## src/rtl/booth_div.sv

```systemverilog
// Sequential signed divider: 2*width-bit dividend by width-bit divisor, radix-2
// restoring on magnitudes with a sign/overflow fix-up cycle.
module booth_div #(
    parameter int unsigned width = 8
) (
    input  logic                 clk,
    input  logic                 rst_n,
    input  logic                 en,
    input  logic                 start,
    input  logic [2*width-1:0]   N,
    input  logic [width-1:0]     D,
    output logic                 busy,
    output logic                 done,
    output logic [width-1:0]     Q,
    output logic [width-1:0]     R,
    output logic                 dz,
    output logic                 ovf
);

    localparam int unsigned W2 = 2 * width;
    localparam int unsigned CW = $clog2(width + 1);
    localparam logic [width-1:0] MAX_POS = {1'b0, {(width-1){1'b1}}};
    localparam logic [width-1:0] MAX_NEG = {1'b1, {(width-1){1'b0}}};

    typedef enum logic [1:0] {IDLE, CALC, FIX} state_t;

    state_t            state;
    logic [CW-1:0]     cnt;
    logic [W2-1:0]     pr;
    logic [width-1:0]  dmag;
    logic              qs;
    logic              rs;
    logic              po;
    logic              z;

    logic [W2:0]       n_ext;
    logic [W2:0]       n_mag;
    logic [width:0]    d_ext;
    logic [width:0]    d_mag;
    logic [width:0]    hi_sh;
    logic [width-1:0]  diff;
    logic              fits;
    logic [W2-1:0]     pr_nxt;
    logic [width-1:0]  qmag;
    logic [width-1:0]  rmag;
    logic              q_ovf;

    assign busy = (state == CALC) || (state == FIX);

    // Operand magnitudes; one extra bit keeps |most negative| exact.
    always_comb begin
        n_ext = {N[W2-1], N};
        n_mag = N[W2-1] ? (W2+1)'(-n_ext) : n_ext;
        d_ext = {D[width-1], D};
        d_mag = D[width-1] ? (width+1)'(-d_ext) : d_ext;
    end

    // One restoring step: shift left, trial-subtract |D| from the top width+1 bits.
    always_comb begin
        hi_sh  = pr[W2-1:width-1];
        fits   = (hi_sh >= {1'b0, dmag});
        diff   = pr[W2-2:width-1] - dmag;
        pr_nxt = {(fits ? diff : pr[W2-2:width-1]), pr[width-2:0], fits};
    end

    // After width steps the low half is the quotient magnitude, the high half the remainder.
    always_comb begin
        qmag  = pr[width-1:0];
        rmag  = pr[W2-1:width];
        q_ovf = po || (!qs && (qmag > MAX_POS)) || (qs && (qmag > MAX_NEG));
    end

    always_ff @(posedge clk or negedge rst_n) begin
        if (!rst_n) begin
            state <= IDLE;
            cnt   <= '0;
            pr    <= '0;
            dmag  <= '0;
            qs    <= 1'b0;
            rs    <= 1'b0;
            po    <= 1'b0;
            z     <= 1'b0;
            done  <= 1'b0;
            Q     <= '0;
            R     <= '0;
            dz    <= 1'b0;
            ovf   <= 1'b0;
        end else if (en) begin
            case (state)
                IDLE: begin
                    done <= 1'b0;
                    if (start) begin
                        pr    <= n_mag[W2-1:0];
                        dmag  <= d_mag[width-1:0];
                        qs    <= N[W2-1] ^ D[width-1];
                        rs    <= N[W2-1];
                        po    <= (n_mag[W2:width] >= d_mag);
                        z     <= (D == '0);
                        cnt   <= '0;
                        state <= CALC;
                    end
                end
                CALC: begin
                    pr  <= pr_nxt;
                    cnt <= cnt + CW'(1);
                    if (cnt == CW'(width - 1)) begin
                        state <= FIX;
                    end
                end
                FIX: begin
                    done  <= 1'b1;
                    state <= IDLE;
                    if (z) begin
                        dz  <= 1'b1;
                        ovf <= 1'b0;
                        Q   <= '0;
                        R   <= '0;
                    end else if (q_ovf) begin
                        dz  <= 1'b0;
                        ovf <= 1'b1;
                        Q   <= '0;
                        R   <= '0;
                    end else begin
                        dz  <= 1'b0;
                        ovf <= 1'b0;
                        Q   <= qs ? width'(-qmag) : qmag;
                        R   <= rs ? width'(-rmag) : rmag;
                    end
                end
                default: state <= IDLE;
            endcase
        end
    end

endmodule

```

## config.mk

```make
export PLATFORM = sky130hd
export DESIGN_NAME = booth_div
export DESIGN_NICKNAME = d
export VERILOG_FILES = /design/src/rtl/booth_div.sv
export SDC_FILE = /design/constraint.sdc
export NUM_CORES = 1
export LEC_CHECK = 0
export CORE_UTILIZATION = 50
export DETAILED_ROUTE_END_ITERATION = 12
export PLACE_DENSITY = 0.74
export REMOVE_ABC_BUFFERS = 1
export SLEW_MARGIN = 20
export SYNTH_ARGS = -nofsm -noshare
export SYNTH_HDL_FRONTEND = slang
export SYNTH_SLANG_ARGS = --single-unit
```

## constraint.sdc

```tcl
create_clock -name clk -period 3.6 [get_ports clk]
set_input_delay 0.9 -clock clk [delete_from_list [all_inputs] [get_ports clk]]
set_output_delay 0.9 -clock clk [all_outputs]
set_load 0.01 [all_outputs]
```

Word-level counts from Yosys, hierarchy flattened
Index checks and enable logic that the tools add are counted.
- register bits: 53
- output and inout port bits: 20
- reduce and logical (&&, ||, !) cells: 15
- bitwise logic cells: 1
- eq/ne operators: 5
- muxes and demuxes: 20
- $lt $le $gt $ge: 4
- $add $sub $neg: 6
- operator list (operator ; count):
    $mux 8 ; 7
    $pmux 16 s2 ; 1
    $mux 17 ; 1
    $neg 17->17 ; 1
    $mux 16 ; 1
    $neg 8->8 ; 2
    $ge 9x8->1 ; 1
    $ge 9x9->1 ; 1
    $mux 9 ; 1
    $neg 9->9 ; 1
    $reduce_and 3->1 ; 3
    $gt 8x7->1 const B ; 1
    $gt 8x8->1 const B ; 1
    $logic_not 8->1 ; 1
    $pmux 4 s2 ; 1
    $sub 8x8->8 ; 1
    $add 4x1->4 const B ; 1
    $eq 4x3->1 const B ; 1
    $mux 2 ; 2
    $mux 4 ; 1
    $pmux 2 s2 ; 1
    $reduce_and 2->1 ; 2
    $reduce_bool 2->1 ; 2
    $logic_or 1x1->1 ; 3
    other kinds (10) ; 13

Depth between registers and ports, before layout
Gate-level depths: netlist of the first run.
- depth in word-level cells: 6
- mapped depth: 11
- depth with buffers taken out: 11

Worst setup path after synthesis of the first run
OpenSTA, ideal clock, no wires.
- path kind: input-to-reg
- start point: input N[6]
- end point: register po
- required time: 3.473 ns
- cell stages on the path: 10
- arrival: 2.866 ns
- setup time: 0.127 ns
- setup slack: 0.607 ns
- cell sequence: or4_4 > buf_6 > o21ai_1 > xor2_1 > ha_1 > nand2b_1 > a21o_1 > a21o_1 > a41oi_1 > o31ai_1
- longest elaborated chain between the ends: 3
- RTL lines (what ; RTL line ; source):
    from (decl) ; 10 ; input logic [2*width-1:0] N,
    $neg 17->17 ; 53 ; n_mag = N[W2-1] ? (W2+1)'(-n_ext) : n_ext;
    $mux 17 ; 53 ;
    $ge 9x9->1 ; 97 ; po <= (n_mag[W2:width] >= d_mag);
    to (signal assigned) ; 97 ;
    to (decl) ; 33 ; logic po;
No other way between the ends.
A chain may end at the register's enable or synchronous reset.

Final worst setup path of the first run
- start point: input N[0]
- end point: register po
Same word-level chain as after synthesis.

==> impl_metrics.tcl, run 1 <==
set metrics [dict create \
    pwr-share-seq_pct 34.9 \
    yosysMostFrequentCell "nand2_1" \
    tns_ns 0 \
    rows 30 \
    postCtsHoldBufs 0 \
    syn_inst 413 \
    portBuffers 47 \
    io_pins 48 \
    diodes 0 \
    yosysSeqAreaShare_pct 36.53 \
    p_per_area_mw_per_mm2 688.8 \
    cpMaxStageDelayCell "or3b_2" \
    min_to "Q[3]" \
    tightest_slew_ns 0.5770 \
    die_h_um 87.22 \
    synth_common_cells "56 x nand2_1, 53 x dfrtp_1, 47 x o21ai_0" \
    first_pass_iters 4 \
    yosys_most_used_dff "dfrtp_1" \
    hold_viol 0 \
    cts-root-buf "clkbuf_8" \
    cts_buffers 5 \
    placed_area_mm2 0.004235 \
    relSlewSlack_pct 61.39 \
    grt_antenna_before_repair 0 \
    cp.arrival_ns 3.48 \
    clk_pin_slew_ns 0.10 \
    switching_share_pct 43.85 \
    synth_top_area_cell "dfrtp_1" \
    numClockSinks 53 \
    cts_buffer_depth 2 \
    htreeDepth 2 \
    period_minus_slack_ns 3.269 \
    grt_pass1_vias 2959 \
    setup_viol_count_final 0 \
    synth_cell_types 53 \
    synthTopCellsByArea "dfrtp_1 37%, ha_1 8.6%, o21ai_0 6.5%" \
    first_iter_violations 142 \
    post_cts_buffers 0 \
    wl_met3_um 438 \
    cp_max_fo 3 \
    leakage_nw 1.889 \
    reg2reg_slack_ns 1.20 \
    layout.nets 515 \
    ys_seq_elements 53 \
    die_w_um 87.22 \
    r2r_cells 6 \
    yosysTopAreaCellShare_pct 36.53 \
    p_clk_share_pct 11.7 \
    max_stage_delay_ns 0.48 \
    rr_startpoint "state[1]" \
    syn_area_mm2 0.003631 \
    slew_violations 0 \
    hold_path.startpoint "Q[3]" \
    critPathKind "in -> reg" \
    fin_crit_sh_pct 90.81 \
    syn_avg_cell_area_um2 8.792 \
    avgViaCountPerCell 5.604 \
    dpl.hpwl_mm 6.663 \
    worst_ep_required_time_ns 3.81 \
    pwr-share-comb_pct 53.5 \
    place_congestion 0.9442 \
    synth-async-reset-ratio_pct 100.0 \
    final_area_mm2 0.004325 \
    synth-edff-count 0 \
    syn_to_final_growth_pct 19.12 \
    vias 3127 \
    clock_latency_ns 0.32 \
    grt_start_max_net_pins 28 \
    crit_path_start_kind "input port" \
    rsz0062_at_grt "no" \
    grtUsageTotal_pct 23.64 \
    drc 0 \
    min_path_type "reg -> reg" \
    finalClockSkew_ns 0.009737 \
    core-area_mm2 0.006907 \
    wl_met2_mm 4.023 \
    crit_chain "clkdlybuf4s50_1 -> inv_1 -> ha_1 -> or3b_2 -> o21ai_1 -> xor2_1 -> ha_1 -> nand2b_1 -> a21o_1 -> a21o_1 -> a41oi_1 -> o31ai_1" \
    max_freq_mhz 305.9 \
    start_util_pct 52.57 \
    drive_gt1_share_pct 7.576 \
    worstReg2RegEnd "pr[14]" \
    outcome "finished, final reports clean" \
    cts_resized 0 \
    wl_mm 8.385 \
    hold_path_depth 2 \
    maxCapViolCount 0 \
    cp-end-kind "flop" \
    peakVddDrop_v 0.0002530 \
    grt_pass1_wl_mm 14.03 \
    intPower_w 0.001673 \
    drt-met1-wl_mm 3.782 \
    antenna_left 0 \
    hold_slack_ns 0.4860 \
    overflow 0 \
    routed.top_layer "met4" \
    switchingPower_w 0.001306 \
    routedWlPerCell_um 15.03 \
    cts_tree "yes" \
    synth_warnings 0 \
    die_area_mm2 0.007606 \
]
==> placed cells by master, fill, tap and decap left out, types with 3 or more instances in the layout <==
master           instances
xor2_1                  18
a211o_1                  5
buf_4                   13
o22ai_1                  7
nor3_1                   5
nor2_1                  18
a31oi_1                  3
a21oi_1                 12
and3_1                   3
ha_1                    25
o21ai_1                  5
nand3_1                  9
xnor2_1                 17
mux2i_1                  6
dfrtp_1                 53
or2_2                    3
a21o_1                   5
nand2_1                 56
clkbuf_8                 5
clkdlybuf4s50_1         46
a211oi_1                 3
nand2b_1                 8
o31ai_1                 12
mux2_2                   3
o21ai_0                 47
or3_1                    3
a22oi_1                  3
inv_1                   19
nand4_1                  9
nor2b_1                  6
==> critical path, delay by kind of cell <==
family          cells  cell delay [ns]
buf+inv             2             0.48
simple gates        2             0.62
compound gates      5             0.81
xor+xnor            1             0.22
fa+ha+maj           2             0.43
==> how the worst max path moves through the flow <==
stage                     start  end  slack [ns]  cells past startpoint
after floorplan            N[0]   po        0.61                     11
after global placement     N[0]   po        0.06                     12
after detailed placement   N[0]   po        0.03                     12
after CTS                  N[0]   po        0.35                     12
after global routing       N[0]   po        0.17                     12
final                      N[0]   po        0.33                     12
==> state kept, by name (all words and copies together) (netlist names) <==
signal,flops
z,1
qs,1
cnt,4
po,1
R,8
ovf,1
Q,8
pr,16
done,1
state,2
dmag,8
dz,1
rs,1
==> power by group through the flow <==
stage	Combinational, W	Clock [W]	Sequential, W
after CTS	0.00159	0.000350	0.00103
after global routing	0.00180	0.000372	0.00107
after global placement	0.00154	0	0.00104
after floorplan	0.00113	0	0.00100
after detailed placement	0.00158	0	0.00105
final	0.00159	0.000348	0.00104
==> per-stage QoR <==
stage               std cells  power, W  util, %  setup slack, ns
CTS                       558  0.002974    62.63           0.3515
global placement          550  0.002579    61.32          0.06350
global route              558  0.003245    62.63           0.1716
floorplan                 394  0.002125        -           0.6089
finish                    558  0.002979    62.63           0.3308
detailed placement        550  0.002629    61.32          0.03266
==> metal layers <==
layer | GRT usage, % | up-vias
li1 | - | 1568
met1 | 31.36 | 1457
met2 | 39.23 | 89
met3 | 4.076 | 13
met4 | 7.750 | 0
met5 | 0 | -
==> cell type report <==
class                   count  area, um2
multi-input cells         321       2151
repair buffers             60      563.0
well taps                  96      120.1
fillers                   628       2581
inverters                  20      75.07
clock inverters             3      21.27
clock buffers               5      68.82
flip-flops and latches     53       1326
==> cells by family after synthesis <==
kind of cell	after synthesis	synth area share (%)
and+or+nand+nor	131	17.61
AOI/OAI and AO/OA	118	21.23
DFF	53	36.53
buffers and inverters	39	4.238
xor gates and xnor gates	35	8.442
adders and majority gates	26	9.166
muxes	9	2.584
other	2	0.2068
Power figures use the tool's default switching activity.
==> run 2, diff against run 1 <==
- CORE_UTILIZATION: 50 -> 60
- CTS_CLUSTER_DIAMETER: not set -> 50
- PLACE_DENSITY: 0.74 -> 0.87
==> run 2 against run 1 <==
Net effect: utilization up 13 points; power rose by 0.53%; first-iteration DRC count increased by 32%; global-route usage rose by 5.3 points; critical path type unchanged; sequential power about the same; hold slack better by 0.0017 ns; clock-buffer cell count increased by 1; combinational power about the same; fmax fell by 1.8%; clock power is 2% lower; highest routed layer unchanged; non-clock buffer count up 3; design area shrank 0.23%.
==> impl_metrics.tcl, run 2 (synthesized netlist as in run 1, its figures left out) <==
set metrics [dict create \
    clk_pin_slew_ns 0.10 \
    syn_to_final_growth_pct 18.85 \
    hold_viol 0 \
    final_cells 537 \
    start_util_pct 63.98 \
    first_iter_violations 187 \
    cpMaxStageDelayCell "or3b_2" \
    drc 0 \
    max_stage_delay_ns 0.48 \
    dpl.cell_count 529 \
    grtUsageTotal_pct 28.90 \
    die_h_um 79.79 \
    setup_viol_count_final 0 \
    diodes 0 \
    worst_ep_required_time_ns 3.81 \
    layout.nets 518 \
    critPathKind "in -> reg" \
    crit_chain "clkdlybuf4s50_1 -> inv_1 -> ha_1 -> or3b_2 -> o21ai_1 -> xor2_1 -> ha_1 -> nand2b_1 -> a21o_1 -> a21o_1 -> a41oi_1 -> o31ai_1" \
    period_minus_slack_ns 3.328 \
    core-area_mm2 0.005675 \
    rows 27 \
    first_pass_iters 5 \
    clock_latency_ns 0.31 \
    grt_start_max_net_pins 38 \
    htreeDepth 2 \
    grt_pass1_wl_mm 14.12 \
    antenna_left 0 \
    routedWlPerCell_um 15.91 \
    die_area_mm2 0.006366 \
    cts_buffer_depth 2 \
    cp.arrival_ns 3.53 \
    path_delay_family "compound AO/OA/AOI/OAI gates" \
    cp_max_fo 3 \
    place_congestion 0.9341 \
    final_cell_mix "56 x nand2_1, 53 x dfrtp_1, 47 x o21ai_0" \
    tightest_slew_ns 0.8048 \
    avgViaCountPerCell 6.080 \
    cp.buffers_inverters 2 \
    min_path_type "reg -> reg" \
    layout_commonest_cell "nand2_1" \
    die_w_um 79.79 \
    maxCapViolCount 0 \
    cts-root-buf "clkbuf_8" \
    vias 3265 \
    outcome "finished, final reports clean" \
    slew_violations 0 \
    dpl.hpwl_mm 6.676 \
    portBuffers 47 \
    grt_pass1_vias 3046 \
    relSlewSlack_pct 46.34 \
    postCtsHoldBufs 0 \
    p_per_area_mw_per_mm2 694.0 \
    max_freq_mhz 300.5 \
    fin_crit_sh_pct 92.45 \
    post_cts_buffers 0 \
    numClockSinks 53 \
    top_register "pr" \
    wl_mm 8.544 \
    drive_gt1_share_pct 7.957 \
    io_pins 48 \
    cts_resized 0 \
    largest_register_ffs 16 \
    overflow 0 \
    crit_path_start_kind "input port" \
    leakage_nw 1.896 \
    peakVddDrop_v 0.0004197 \
    rsz0062_at_grt "no" \
    cts_tree "yes" \
    cp-end-kind "flop" \
    finalClockSkew_ns 0.004472 \
    cts_buffers 5 \
    grt_antenna_before_repair 0 \
    final_util_pct 76.04 \
]
run 2: where the power goes:
group          switching (W)  internal [W]
registers           0.000232      0.000801
clock network       0.000203      0.000137
logic               0.000884      0.000739
total                0.00132       0.00168
run 2: path summary, 6_finish.rpt:
| path | startpoint | endpoint | slack [ns] | depth (start not counted) |
|---|---|---|---|---|
| worst max-delay path | N[0] | po | 0.27 | 12 |
| worst min register to register | Q[6] | Q[6] | 0.49 | 2 |
| worst min-delay path | Q[6] | Q[6] | 0.49 | 2 |
| max in group asynchronous | rst_n | cnt[0] | 2.19 | 2 |
| worst max register to register | pr[10] | pr[0] | 1.32 | 6 |
| min in group asynchronous | rst_n | R[6] | 0.67 | 1 |
run 2: metal layers:
metal | global-route usage (%) | vias up | share of wire [%]
li1 | - | 1566 | -
met1 | 36.30 | 1535 | 42
met2 | 48.89 | 133 | 48
met3 | 4.686 | 31 | 6.3
met4 | 12.68 | 0 | 3.7
met5 | 0 | - | 0
run 2: tightest hold or removal path, cell delays in order, from the launching register on:
cell     delay, ns
dfrtp_1       0.35
nand2_1       0.04
o21ai_0       0.06
run 2: through the flow:
step                      hold slack, ns  setup TNS [ns]  setup WS (ns)  power, W  instance area, um2
after global routing              0.5137               0         0.1010  0.003249                4315
final                             0.4877               0         0.2718  0.002995                4315
after detailed placement          0.4698       -0.004669      -0.004669  0.002632                4228
after CTS                         0.4916               0         0.3101  0.002980                4315
after global placement            0.4603               0        0.06860  0.002560                4228
after floorplan                   0.4498               0         0.6089  0.002125                3552
run 2: area by class of cell:
class / count / area, um2
inverter: 20 / 75.07
multi-input combinational: 321 / 2151
sequential: 53 / 1326
tap: 72 / 90.09
clock buffer: 6 / 72.57
timing repair buffer: 63 / 585.6
fill: 425 / 1360
clock inverter: 2 / 15.01
==> run 3, diff against run 2 <==
- TNS_END_PERCENT: not set -> 100
==> results of run 3 <==
Final layout, timing and power as in run 2 (identical DEF).
